### src/rtl/monitor_pkg.sv
// Shared definitions for the multicore test monitor: FSM state codes,
// register-index width and a saturating counter increment.
package monitor_pkg;

  localparam int REG_IDX_W = 5;
  localparam int SAT_W     = 32;

  typedef logic [1:0] state_t;

  localparam state_t S_RESET = 2'd0;
  localparam state_t S_RUN   = 2'd1;
  localparam state_t S_PASS  = 2'd2;
  localparam state_t S_FAIL  = 2'd3;

  // Increments v, holding at the all-ones value of a w-bit counter.
  function automatic logic [SAT_W-1:0] sat_inc(input logic [SAT_W-1:0] v, input int w);
    logic [SAT_W-1:0] lim;
    lim = {SAT_W{1'b1}} >> (SAT_W - w);
    return (v >= lim) ? v : v + SAT_W'(1);
  endfunction

endpackage

### src/rtl/multicore_test_monitor_snoop.sv
// Per-hart writeback snooper: tracks match/mismatch of the checked register and,
// when MONITOR_PERF_EN is defined, per-hart retire and stall counters.
module monitor_hart_snoop
  import monitor_pkg::*;
#(
  parameter int              XLEN       = 32,
  parameter int              CHECK_REG  = 4,
  parameter logic [XLEN-1:0] EXPECT_VAL = 12,
  parameter int              CNT_W      = 16
) (
  input  logic                 clk,
  input  logic                 rst,
  input  logic                 clr,
  input  logic                 run,
  input  logic                 wb_valid,
  input  logic [REG_IDX_W-1:0] wb_rd,
  input  logic [XLEN-1:0]      wb_data,
  input  logic                 hart_stall,
  output logic                 matched,
  output logic                 mismatch,
  output logic                 matched_next,
  output logic [CNT_W-1:0]     retire_cnt,
  output logic [CNT_W-1:0]     stall_cnt
);

  logic matched_q, matched_d;
  logic mismatch_q, mismatch_d;
  logic hit;

  always_comb begin
    hit        = run && wb_valid && (wb_rd == REG_IDX_W'(CHECK_REG));
    matched_d  = matched_q;
    mismatch_d = mismatch_q;
    if (clr) begin
      matched_d  = 1'b0;
      mismatch_d = 1'b0;
    end else if (hit) begin
      matched_d  = (wb_data == EXPECT_VAL);
      mismatch_d = (wb_data != EXPECT_VAL);
    end
  end

  always_ff @(posedge clk) begin
    if (rst) begin
      matched_q  <= 1'b0;
      mismatch_q <= 1'b0;
    end else begin
      matched_q  <= matched_d;
      mismatch_q <= mismatch_d;
    end
  end

  assign matched      = matched_q;
  assign mismatch     = mismatch_q;
  assign matched_next = matched_d;

`ifdef MONITOR_PERF_EN
  logic [CNT_W-1:0] retire_q, retire_d;
  logic [CNT_W-1:0] stall_q, stall_d;

  // Retire counts any valid writeback during the run, x0 included.
  always_comb begin
    retire_d = retire_q;
    stall_d  = stall_q;
    if (clr) begin
      retire_d = '0;
      stall_d  = '0;
    end else if (run) begin
      if (wb_valid)   retire_d = CNT_W'(sat_inc(SAT_W'(retire_q), CNT_W));
      if (hart_stall) stall_d  = CNT_W'(sat_inc(SAT_W'(stall_q), CNT_W));
    end
  end

  always_ff @(posedge clk) begin
    if (rst) begin
      retire_q <= '0;
      stall_q  <= '0;
    end else begin
      retire_q <= retire_d;
      stall_q  <= stall_d;
    end
  end

  assign retire_cnt = retire_q;
  assign stall_cnt  = stall_q;
`else
  logic unused_stall;
  assign unused_stall = hart_stall;
  assign retire_cnt   = '0;
  assign stall_cnt    = '0;
`endif

endmodule

### src/rtl/multicore_test_monitor.sv
// Bring-up monitor: sequences core reset, snoops every hart's writeback and
// reports PASS/FAIL. Optional perf counters are built with MONITOR_PERF_EN.
module multicore_test_monitor
  import monitor_pkg::*;
#(
  parameter int              NUM_HARTS      = 2,
  parameter int              XLEN           = 32,
  parameter int              RESET_CYCLES   = 2,
  parameter int              TIMEOUT_CYCLES = 20,
  parameter int              CHECK_REG      = 4,
  parameter logic [XLEN-1:0] EXPECT_VAL     = 12,
  parameter int              CNT_W          = 16
) (
  input  logic                          clk,
  input  logic                          rst,
  input  logic                          start,
  input  logic [NUM_HARTS-1:0]          wb_valid,
  input  logic [REG_IDX_W*NUM_HARTS-1:0] wb_rd,
  input  logic [XLEN*NUM_HARTS-1:0]     wb_data,
  input  logic [NUM_HARTS-1:0]          hart_stall,
  output logic                          core_rst_n,
  output logic                          done,
  output logic                          pass,
  output logic                          fail,
  output logic [NUM_HARTS-1:0]          matched_mask,
  output logic [NUM_HARTS-1:0]          mismatch_mask,
  output logic [CNT_W-1:0]              cycle_cnt,
  output logic [CNT_W*NUM_HARTS-1:0]    retire_cnt,
  output logic [CNT_W*NUM_HARTS-1:0]    stall_cnt,
  output state_t                        dbg_state
);

  if (CHECK_REG < 1 || CHECK_REG > 31) begin : g_bad_check_reg
    $error("CHECK_REG must be in 1..31");
  end
  if (RESET_CYCLES < 1 || TIMEOUT_CYCLES < 1) begin : g_bad_cycles
    $error("RESET_CYCLES and TIMEOUT_CYCLES must be >= 1");
  end
  if (CNT_W < 1 || CNT_W > SAT_W) begin : g_bad_cnt_w
    $error("CNT_W must be in 1..32");
  end

  localparam int RST_W = $clog2(RESET_CYCLES + 1);

  state_t           state_q, state_d;
  logic [RST_W-1:0] rst_cnt_q, rst_cnt_d;
  logic [CNT_W-1:0] cycle_q, cycle_d;
  logic             core_rst_n_q, core_rst_n_d;
  logic             done_q, done_d, pass_q, pass_d, fail_q, fail_d;
  logic             run, clr;
  logic [NUM_HARTS-1:0] matched_next;

  assign run = (state_q == S_RUN);
  assign clr = start && ((state_q == S_PASS) || (state_q == S_FAIL));

  for (genvar h = 0; h < NUM_HARTS; h++) begin : g_hart
    monitor_hart_snoop #(
      .XLEN      (XLEN),
      .CHECK_REG (CHECK_REG),
      .EXPECT_VAL(EXPECT_VAL),
      .CNT_W     (CNT_W)
    ) u_snoop (
      .clk         (clk),
      .rst         (rst),
      .clr         (clr),
      .run         (run),
      .wb_valid    (wb_valid[h]),
      .wb_rd       (wb_rd[REG_IDX_W*h +: REG_IDX_W]),
      .wb_data     (wb_data[XLEN*h +: XLEN]),
      .hart_stall  (hart_stall[h]),
      .matched     (matched_mask[h]),
      .mismatch    (mismatch_mask[h]),
      .matched_next(matched_next[h]),
      .retire_cnt  (retire_cnt[CNT_W*h +: CNT_W]),
      .stall_cnt   (stall_cnt[CNT_W*h +: CNT_W])
    );
  end

  // PASS is judged on masks that include this cycle's writes, so it beats
  // a timeout landing in the same cycle.
  always_comb begin
    state_d   = state_q;
    rst_cnt_d = rst_cnt_q;
    cycle_d   = cycle_q;
    case (state_q)
      S_RESET: begin
        rst_cnt_d = rst_cnt_q + RST_W'(1);
        if (rst_cnt_q == RST_W'(RESET_CYCLES - 1)) begin
          state_d   = S_RUN;
          rst_cnt_d = '0;
        end
      end
      S_RUN: begin
        cycle_d = CNT_W'(sat_inc(SAT_W'(cycle_q), CNT_W));
        if (&matched_next)                               state_d = S_PASS;
        else if (cycle_q == CNT_W'(TIMEOUT_CYCLES - 1)) state_d = S_FAIL;
      end
      S_PASS, S_FAIL: begin
        if (start) begin
          state_d   = S_RESET;
          rst_cnt_d = '0;
          cycle_d   = '0;
        end
      end
      default: state_d = S_RESET;
    endcase
    core_rst_n_d = (state_d != S_RESET);
    pass_d       = (state_d == S_PASS);
    fail_d       = (state_d == S_FAIL);
    done_d       = pass_d || fail_d;
  end

  always_ff @(posedge clk) begin
    if (rst) begin
      state_q      <= S_RESET;
      rst_cnt_q    <= '0;
      cycle_q      <= '0;
      core_rst_n_q <= 1'b0;
      done_q       <= 1'b0;
      pass_q       <= 1'b0;
      fail_q       <= 1'b0;
    end else begin
      state_q      <= state_d;
      rst_cnt_q    <= rst_cnt_d;
      cycle_q      <= cycle_d;
      core_rst_n_q <= core_rst_n_d;
      done_q       <= done_d;
      pass_q       <= pass_d;
      fail_q       <= fail_d;
    end
  end

  assign core_rst_n = core_rst_n_q;
  assign done       = done_q;
  assign pass       = pass_q;
  assign fail       = fail_q;
  assign cycle_cnt  = cycle_q;
  assign dbg_state  = state_q;

endmodule

### config.mk
export PLATFORM = sky130hd
export DESIGN_NAME = multicore_test_monitor
export DESIGN_NICKNAME = d
export VERILOG_FILES = /design/src/rtl/monitor_pkg.sv /design/src/rtl/multicore_test_monitor_snoop.sv /design/src/rtl/multicore_test_monitor.sv
export SDC_FILE = /design/constraint.sdc
export NUM_CORES = 1
export LEC_CHECK = 0
export ABC_AREA = 0
export CELL_PAD_IN_SITES_DETAIL_PLACEMENT = 1
export CELL_PAD_IN_SITES_GLOBAL_PLACEMENT = 1
export CORE_MARGIN = 1
export CORE_UTILIZATION = 24
export CTS_BUF_LIST = sky130_fd_sc_hd__clkbuf_8
export DETAILED_ROUTE_END_ITERATION = 7
export GPL_TIMING_DRIVEN = 0
export PLACE_DENSITY = 0.95
export SYNTH_ARGS = -nofsm -noshare
export SYNTH_HDL_FRONTEND = slang
export SYNTH_SLANG_ARGS = --single-unit
### constraint.sdc
create_clock -name clk -period 6.3 [get_ports clk]
set_input_delay 1.89 -clock clk [delete_from_list [all_inputs] [get_ports clk]]
set_output_delay 1.89 -clock clk [all_outputs]
set_load 0.05 [all_outputs]
==> impl_metrics.json, run 1 <==
{
  "setup_tns_ns": 0,
  "synth_area_leaders": "dfxtp_1 27%, buf_4 26%, nor4_1 5.0%",
  "min_path_type": "flop to flop",
  "fin_area_sq_um": 3480,
  "grt-ovfl-total": 0,
  "track_usage": 0.1542,
  "finalPower_mw": 0.5239,
  "dieHeight_microns": 93.79,
  "die_x_microns": 93.79,
  "drc": 0,
  "area_growth_pct": 72.09,
  "placementRows": 33,
  "cp.arrival_ns": 4.00,
  "rsz0062_at_grt": "no",
  "cts_tree": "built",
  "dp_hpwl_microns": 5872,
  "drive_gt1_frac": 0.2107,
  "antenna_cells": 0,
  "cellLeakagePower_nw": 1.461,
  "skew_ns": 0.002448,
  "coreArea_sq_um": 8175,
  "syn_avg_cell_area_sq_um": 8.355,
  "cts_setup_buffers": 0,
  "synthFlopType": "dfxtp_1",
  "cts_htree_levels": 1,
  "grt_pass1_vias": 2240,
  "start_util": 0.2473,
  "grt_pass1_wl_microns": 10690,
  "clockRootBuffer": "clkbuf_8",
  "peakVddDrop_mv": 0.07150,
  "synth_warnings": 0,
  "antenna_found_initial": 0,
  "hold_path_end": "rst_cnt_q[1]$_SDFFE_PP0P_",
  "setup_viol": 0,
  "timing.rr.end": "cycle_cnt[1]$_SDFFE_PP0P_",
  "synth_edf_count": 0,
  "numClockSinks": 27,
  "rr_startpoint": "cycle_cnt[0]$_SDFFE_PP0P_",
  "timing.final.crit_share": 0.6035,
  "ys_seq_elements": 27,
  "numCtsBuffers": 3,
  "drt-initial-drc-count": 51,
  "ant_nets": 0,
  "io_pins": 171,
  "avgViaCountPerCell": 4.207,
  "ys_seq_area_frac": 0.2673,
  "layout.nets": 496,
  "crit_fanout": 3,
  "max_freq_mhz": 263.0,
  "clock_latency_ns": 0.28,
  "place_congestion": 0.8351,
  "synthCells": 242,
  "maxSlewHeadroom": 0.5972,
  "io_buffers": 104,
  "synthArstFlopShare": 0,
  "cts.clk_slew.worst_paths_ns": 0.10,
  "yosys.area.top_type": "dfxtp_1",
  "worst_slew_pin_slew_ns": 0.6006,
  "final-max-slew-violation-count": 0,
  "hold_depth": 2,
  "drv_cap": 0,
  "r2r_setup_slack_ns": 3.94,
  "cp-end-kind": "flop",
  "drt-total-wl_microns": 6811,
  "synth_top_cell_area_share": 0.2673,
  "netlist_area_sq_um": 2022,
  "placed_cell_area_sq_um": 3431,
  "firstDrtPassIters": 4,
  "cts_resized": 0,
  "worstSetupPathType": "input pin to flop",
  "required_ns": 6.50,
  "ys_types": 43,
  "status": "complete, no violations",
  "worstHoldStart": "rst_cnt_q[1]$_SDFFE_PP0P_",
  "wl_per_cell_microns": 13.15,
  "grt_max_degree": 17,
  "dr_total_vias": 2179,
  "hold_buffers": 0,
  "finalCriticalPeriod_ns": 3.802,
  "startpoint_type": "input pin",
  "synth_most_common_cell": "buf_4",
  "dieArea_sq_um": 8796,
  "reg2reg_depth": 7,
  "finalHoldViolations": 0,
  "netlist_top_cells_count": "70 x buf_4, 27 x dfxtp_1, 16 x nor4_1",
  "clockBufferDepth": 2,
  "power.density_nw_per_um2": 150.6
}
==> sequential cells by signal, indices dropped and copies added (netlist names) <==
name and cells:
core_rst_n 1, cycle_cnt 16, dbg_state 2, fail 1, g_hart.u_snoop.matched 2, g_hart.u_snoop.mismatch 2
pass 1, rst_cnt_q 2
==> through the flow <==
step | std cells | hold WS, ns | utilization | setup WS, ns
final | 518 | 0.4536 | 0.4256 | 2.498
after global routing | 518 | 0.4902 | 0.4256 | 2.406
after CTS | 518 | 0.4572 | 0.4256 | 2.490
after detailed placement | 514 | 0.4415 | 0.4197 | 2.185
after global placement | 514 | 0.4279 | 0.4197 | 2.243
after floorplan | 305 | 0.4173 | - | 2.748
==> worst max path at each step <==
stage | startpoint | endpoint | slack, ns | depth (start not counted)
2_1_floorplan | wb_rd[6] | fail$_SDFF_PP0_ | 2.75 | 5
3_3_place_gp | wb_rd[1] | fail$_SDFF_PP0_ | 2.24 | 6
3_5_place_dp | wb_rd[6] | fail$_SDFF_PP0_ | 2.19 | 6
4_1_cts | wb_rd[6] | fail$_SDFF_PP0_ | 2.49 | 6
5_1_grt | wb_rd[6] | fail$_SDFF_PP0_ | 2.41 | 6
6_report | wb_rd[6] | fail$_SDFF_PP0_ | 2.50 | 6
==> layer usage <==
metal,vias up,global-route usage,share of wire
li1,1076,-,-
met1,1005,0.1621,0.37
met2,85,0.3072,0.56
met3,13,0.02104,0.052
met4,0,0.05256,0.021
met5,-,0,0
==> worst max-delay path, cell delays in order <==
cell and delay, ns:
clkdlybuf4s50_1 0.40, or4b_4 0.54, o41ai_1 0.49, o31ai_4 0.17, a21o_2 0.27, a221oi_2 0.24
==> cell usage in the layout (no fill, tap or decap), drive strengths merged, types with 3 or more instances in the layout <==
cell type / n
nor4: 16
clkbuf: 7
o21ai: 7
clkdlybuf4s50: 104
nand2: 13
and2: 5
nand4: 8
dfxtp: 27
inv: 7
buf: 70
o211ai: 4
nor2: 15
nand3: 4
o31ai: 3
a21oi: 4
a211oi: 5
or4: 5
xor2: 6
nor3: 6
and4: 3
xnor2: 5
conb: 64
==> report_power, final <==
group / total, mW / switching, mW / internal, mW
logic: 0.237 / 0.143 / 0.0940
clock network: 0.103 / 0.0576 / 0.0450
registers: 0.185 / 0.00676 / 0.178
==> final cells by class <==
type                    instances  area [sq um]
repair buffers                104          1041
inverters                       7         26.28
flip-flops and latches         27         540.5
clock inverters                 1         7.507
fillers                       996          4696
clock buffers                   3         41.29
plain buffers                  74         540.5
multi-input cells             197          1151
well taps                     105         131.4
==> kinds of logic after synthesis <==
family	count (synthesis)	share of synthesized area
and+or+nand+nor	88	0.2605
buffers and inverters	81	0.2803
AOI/OAI and AO/OA	31	0.1256
DFF	27	0.2673
xor gates and xnor gates	11	0.04765
muxes	2	0.01052
adders and majority gates	1	0.006187
other	1	0.001855
Note: power is estimated with default switching activity, not from simulation.
==> inputs of run 2 (changes only) <==
--- a/config.mk
+++ b/config.mk
@@ -9,11 +9,11 @@
 export CELL_PAD_IN_SITES_DETAIL_PLACEMENT = 1
 export CELL_PAD_IN_SITES_GLOBAL_PLACEMENT = 1
 export CORE_MARGIN = 1
-export CORE_UTILIZATION = 24
+export CORE_UTILIZATION = 22
 export CTS_BUF_LIST = sky130_fd_sc_hd__clkbuf_8
 export DETAILED_ROUTE_END_ITERATION = 7
 export GPL_TIMING_DRIVEN = 0
-export PLACE_DENSITY = 0.95
+export PLACE_DENSITY = 0.92
 export SYNTH_ARGS = -nofsm -noshare
 export SYNTH_HDL_FRONTEND = slang
 export SYNTH_SLANG_ARGS = --single-unit
==> constraint.sdc (replaced) <==
create_clock -name clk -period 3.8 [get_ports clk]
set_input_delay 1.14 -clock clk [delete_from_list [all_inputs] [get_ports clk]]
set_output_delay 1.14 -clock clk [all_outputs]
set_load 0.05 [all_outputs]
==> impl_metrics.json, run 2 (synthesis gave the netlist of run 1 again) <==
{
  "start_util": 0.2296,
  "dieHeight_microns": 97.87,
  "coreArea_sq_um": 8806,
  "skew_ns": 0.008220,
  "avgViaCountPerCell": 4.276,
  "timing.final.crit_share": 0.7968,
  "final_common_cell": "clkdlybuf4s50_1",
  "status": "finished with violations",
  "track_usage": 0.1342,
  "rsz0062_at_grt": "no",
  "fin_area_sq_um": 3483,
  "layout.nets": 496,
  "wl_per_cell_microns": 12.42,
  "min_path_type": "flop to flop",
  "violations": "DRC",
  "setup_tns_ns": 0,
  "final-max-slew-violation-count": 0,
  "area_growth_pct": 72.28,
  "clockRootBuffer": "clkbuf_8",
  "max_freq_mhz": 330.3,
  "antenna_cells": 0,
  "clockBufferDepth": 2,
  "cts_resized": 0,
  "cp-end-kind": "flop",
  "dieArea_sq_um": 9578,
  "hold_buffers": 0,
  "placed_cell_area_sq_um": 3435,
  "firstDrtPassIters": 6,
  "maxSlewHeadroom": 0.6107,
  "placementRows": 34,
  "peakVddDrop_mv": 0.1266,
  "numCtsBuffers": 3,
  "worstSetupPathType": "input pin to flop",
  "die_x_microns": 97.87,
  "antenna_found_initial": 0,
  "numClockSinks": 27,
  "drc": 9,
  "cts.clk_slew.worst_paths_ns": 0.10,
  "drv_cap": 0,
  "cp.arrival_ns": 3.24,
  "grt_max_degree": 17,
  "cts_setup_buffers": 0,
  "cts_htree_levels": 1,
  "required_ns": 4.01,
  "cellLeakagePower_nw": 1.461,
  "dr_total_vias": 2228,
  "io_pins": 171,
  "clock_latency_ns": 0.29,
  "worst_slew_pin_slew_ns": 0.5805,
  "finalPower_mw": 0.8727,
  "finalCriticalPeriod_ns": 3.028,
  "crit_fanout": 3,
  "startpoint_type": "input pin",
  "grt_pass1_wl_microns": 10560,
  "grt-ovfl-total": 0,
  "cts_tree": "built",
  "drive_gt1_frac": 0.2107,
  "ant_nets": 0,
  "setup_viol": 0,
  "final_cell_mix": "104 x clkdlybuf4s50_1, 70 x buf_4, 64 x conb_1",
  "finalHoldViolations": 0,
  "dp_hpwl_microns": 5581,
  "drt-total-wl_microns": 6470,
  "io_buffers": 104,
  "largest_reg_flops": 16,
  "place_congestion": 0.8436,
  "r2r_setup_slack_ns": 1.45,
  "power.density_nw_per_um2": 250.5,
  "drt-initial-drc-count": 77,
  "grt_pass1_vias": 2303
}
## run 2: cell counts in the layout (fill, tap and decap cells not counted)
Identical to the previous run, type by type.
## run 2: path summary, 6_finish.rpt
check,startpoint,endpoint,cells after the start
hold / removal,rst_cnt_q[1]$_SDFFE_PP0P_,rst_cnt_q[1]$_SDFFE_PP0P_,2
setup reg to reg,cycle_cnt[0]$_SDFFE_PP0P_,cycle_cnt[1]$_SDFFE_PP0P_,7
hold reg to reg,rst_cnt_q[1]$_SDFFE_PP0P_,rst_cnt_q[1]$_SDFFE_PP0P_,2
setup / recovery,wb_rd[6],fail$_SDFF_PP0_,6
## run 2: cell type report
class,count,area (sq um)
Inverter,7,26.28
Clock buffer,3,41.29
Tap cell,108,135.1
Buffer,74,540.5
Sequential cell,27,540.5
Clock inverter,1,7.507
Fill cell,1080,5323
Multi-Input combinational cell,197,1151
Timing Repair Buffer,104,1041
## run 2: where the power goes
| group | internal [mW] | switching [mW] | total, mW |
|---|---|---|---|
| clock network | 0.0749 | 0.100 | 0.175 |
| registers | 0.295 | 0.0117 | 0.307 |
| logic | 0.156 | 0.235 | 0.391 |
## run 2: per-stage QoR
step,worst slack [ns],instances,hold slack [ns],utilization
3_5_place_dp,0.4366,517,0.4366,0.3900
5_1_grt,0.6841,521,0.4813,0.3956
3_3_place_gp,0.5096,517,0.4279,0.3900
4_1_cts,0.7595,521,0.4524,0.3956
2_1_floorplan,0.9983,305,0.4173,-
6_report,0.7721,521,0.4499,0.3956
## run 2: critical path, cell delays in order
cell,delay [ns]
clkdlybuf4s50_1,0.40
or4b_4,0.54
or4_4,0.47
o31ai_4,0.32
nand2_2,0.10
a221oi_2,0.27
## run 2: routing by layer
metal  vias to the layer above  share of wire  track usage
met5                         -              0            0
met4                         0          0.026      0.05944
met3                        14          0.092      0.02649
met2                       111           0.53       0.2633
met1                      1026           0.35       0.1353
li1                       1077              -            -
==> inputs of run 3 (changes only) <==
--- a/config.mk
+++ b/config.mk
@@ -9,11 +9,11 @@
 export CELL_PAD_IN_SITES_DETAIL_PLACEMENT = 1
 export CELL_PAD_IN_SITES_GLOBAL_PLACEMENT = 1
 export CORE_MARGIN = 1
-export CORE_UTILIZATION = 22
+export CORE_UTILIZATION = 20
 export CTS_BUF_LIST = sky130_fd_sc_hd__clkbuf_8
 export DETAILED_ROUTE_END_ITERATION = 7
 export GPL_TIMING_DRIVEN = 0
-export PLACE_DENSITY = 0.92
+export PLACE_DENSITY = 0.89
 export SYNTH_ARGS = -nofsm -noshare
 export SYNTH_HDL_FRONTEND = slang
 export SYNTH_SLANG_ARGS = --single-unit
==> constraint.sdc (replaced) <==
create_clock -name clk -period 2.7 [get_ports clk]
set_input_delay 0.81 -clock clk [delete_from_list [all_inputs] [get_ports clk]]
set_output_delay 0.81 -clock clk [all_outputs]
set_load 0.05 [all_outputs]
==> impl_metrics.json, run 3 (synthesis gave the netlist of run 1 again) <==
{
  "cts_htree_levels": 1,
  "antenna_found_initial": 0,
  "cpMaxStageDelayCell": "or4b_4",
  "start_util": 0.2069,
  "crit_fanout": 3,
  "io_buffers": 104,
  "cellLeakagePower_nw": 1.461,
  "numClockSinks": 27,
  "hold_path_end": "rst_cnt_q[1]$_SDFFE_PP0P_",
  "drc": 0,
  "setup_viol": 0,
  "r2r_setup_slack_ns": 0.41,
  "required_ns": 2.91,
  "cts_tree": "built",
  "grt_max_degree": 17,
  "max_freq_mhz": 384.4,
  "largest_reg_flops": 16,
  "numCtsBuffers": 3,
  "dieArea_sq_um": 10520,
  "grt_pass1_wl_microns": 10400,
  "antenna_cells": 0,
  "avgViaCountPerCell": 3.976,
  "firstDrtPassIters": 4,
  "io_pins": 171,
  "final_cell_mix": "104 x clkdlybuf4s50_1, 70 x buf_4, 64 x conb_1",
  "final-max-slew-violation-count": 0,
  "placed_cell_area_sq_um": 3466,
  "rr_startpoint": "cycle_cnt[0]$_SDFFE_PP0P_",
  "skew_ns": 0.008667,
  "placementRows": 36,
  "switching_share": 0.4006,
  "drive_gt1_frac": 0.2131,
  "power.density_nw_per_um2": 350.7,
  "timing.rr.end": "cycle_cnt[1]$_SDFFE_PP0P_",
  "maxSlewHeadroom": 0.6134,
  "grt-ovfl-total": 0,
  "reg2reg_depth": 7,
  "pwr-share-seq": 0.351,
  "area_growth_pct": 74.20,
  "worstSetupPathType": "input pin to flop",
  "path_cells": "clkdlybuf4s50_1 > or4b_4 > or4_4 > o31ai_4 > nand2_2 > a221oi_2",
  "wl_per_cell_microns": 12.92,
  "pwr-share-clk": 0.200,
  "drt-initial-drc-count": 33,
  "finalPower_mw": 1.235,
  "status": "complete, no violations",
  "ant_nets": 0,
  "clock_latency_ns": 0.29,
  "cp.arrival_ns": 2.82,
  "layout.nets": 496,
  "rsz0062_at_grt": "no",
  "dr_total_vias": 2171,
  "drt-total-wl_microns": 7057,
  "grt_pass1_vias": 2129,
  "clockBufferDepth": 2,
  "dp_hpwl_microns": 6075,
  "die_x_microns": 102.5,
  "cp-end-kind": "flop",
  "finalHoldViolations": 0,
  "min_path_type": "flop to flop",
  "setup.worst_path.start": "wb_rd[1]",
  "place_congestion": 0.8698,
  "fillers": 1198,
  "setup_tns_ns": 0,
  "p_int_mw": 0.7403,
  "hold_slack_ns": 0.4502,
  "drv_cap": 0,
  "worst_slew_pin_slew_ns": 0.5764,
  "worstHoldStart": "rst_cnt_q[1]$_SDFFE_PP0P_",
  "track_usage": 0.1277,
  "peakVddDrop_mv": 0.1713,
  "dieHeight_microns": 102.5,
  "crit_path_max_incr_delay_ns": 0.54,
  "coreArea_sq_um": 9774,
  "final_common_cell": "clkdlybuf4s50_1",
  "fin_area_sq_um": 3522,
  "startpoint_type": "input pin",
  "p_comb_frac": 0.449,
  "cts_setup_buffers": 0,
  "p_switching_mw": 0.4948,
  "timing.final.crit_share": 0.9636,
  "hold_depth": 2,
  "cts.clk_slew.worst_paths_ns": 0.10,
  "clockRootBuffer": "clkbuf_8",
  "finalCriticalPeriod_ns": 2.602
}
run 3: cell type report:
class	count	area, sq um	share of cell area
Tap cell	133	166.4	0.04725
Timing Repair Buffer	104	1041	0.2956
Inverter	7	26.28	0.007460
Sequential cell	27	540.5	0.1535
Buffer	74	540.5	0.1535
Multi-Input combinational cell	197	1159	0.3290
Clock buffer	3	41.29	0.01172
Clock inverter	1	7.507	0.002131
run 3: worst max path at each step:
stage | endpoint | cells after the start
2_1_floorplan | fail$_SDFF_PP0_ | 5
3_3_place_gp | fail$_SDFF_PP0_ | 6
3_5_place_dp | fail$_SDFF_PP0_ | 6
4_1_cts | fail$_SDFF_PP0_ | 6
5_1_grt | fail$_SDFF_PP0_ | 6
6_report | fail$_SDFF_PP0_ | 6
run 3: power by group through the flow:
stage          Combinational [mW]  Sequential [mW]  Clock, mW
6_report                    0.555            0.433      0.247
5_1_grt                     0.583            0.436      0.263
4_1_cts                     0.551            0.433      0.253
3_5_place_dp                0.548            0.442          0
3_3_place_gp                0.539            0.442          0
2_1_floorplan               0.338            0.481          0
run 3: repair_timing:
item                                    in CTS  in global routing
gates resized for setup                      0                  1
hold buffers                                 0                  0
endpoints found under the setup margin       0                  3
run 3: worst max-delay path: cells and delay by family:
kind / cells / cell delay (ns)
buffers and inverters: 1 / 0.40
AOI/OAI and AO/OA: 2 / 0.50
and+or+nand+nor: 3 / 1.10
run 3: stage by stage:
step	std cells	setup slack [ns]	utilization
2_1_floorplan	305	0.2283	-
3_3_place_gp	542	-0.2689	0.3546
3_5_place_dp	542	-0.2809	0.3546
4_1_cts	546	0.02058	0.3596
5_1_grt	546	0.008727	0.3603
6_report	546	0.09824	0.3603
run 3: per-layer routing:
layer  wire length, microns  track usage  part of all wire  vias to the layer above
li1                       -            -                 -                     1076
met1                   2484       0.1272              0.35                     1010
met2                   4059       0.2641              0.58                       72
met3                    358      0.01424             0.051                       13
met4                    153      0.04945             0.022                        0
met5                      0            0                 0                        -
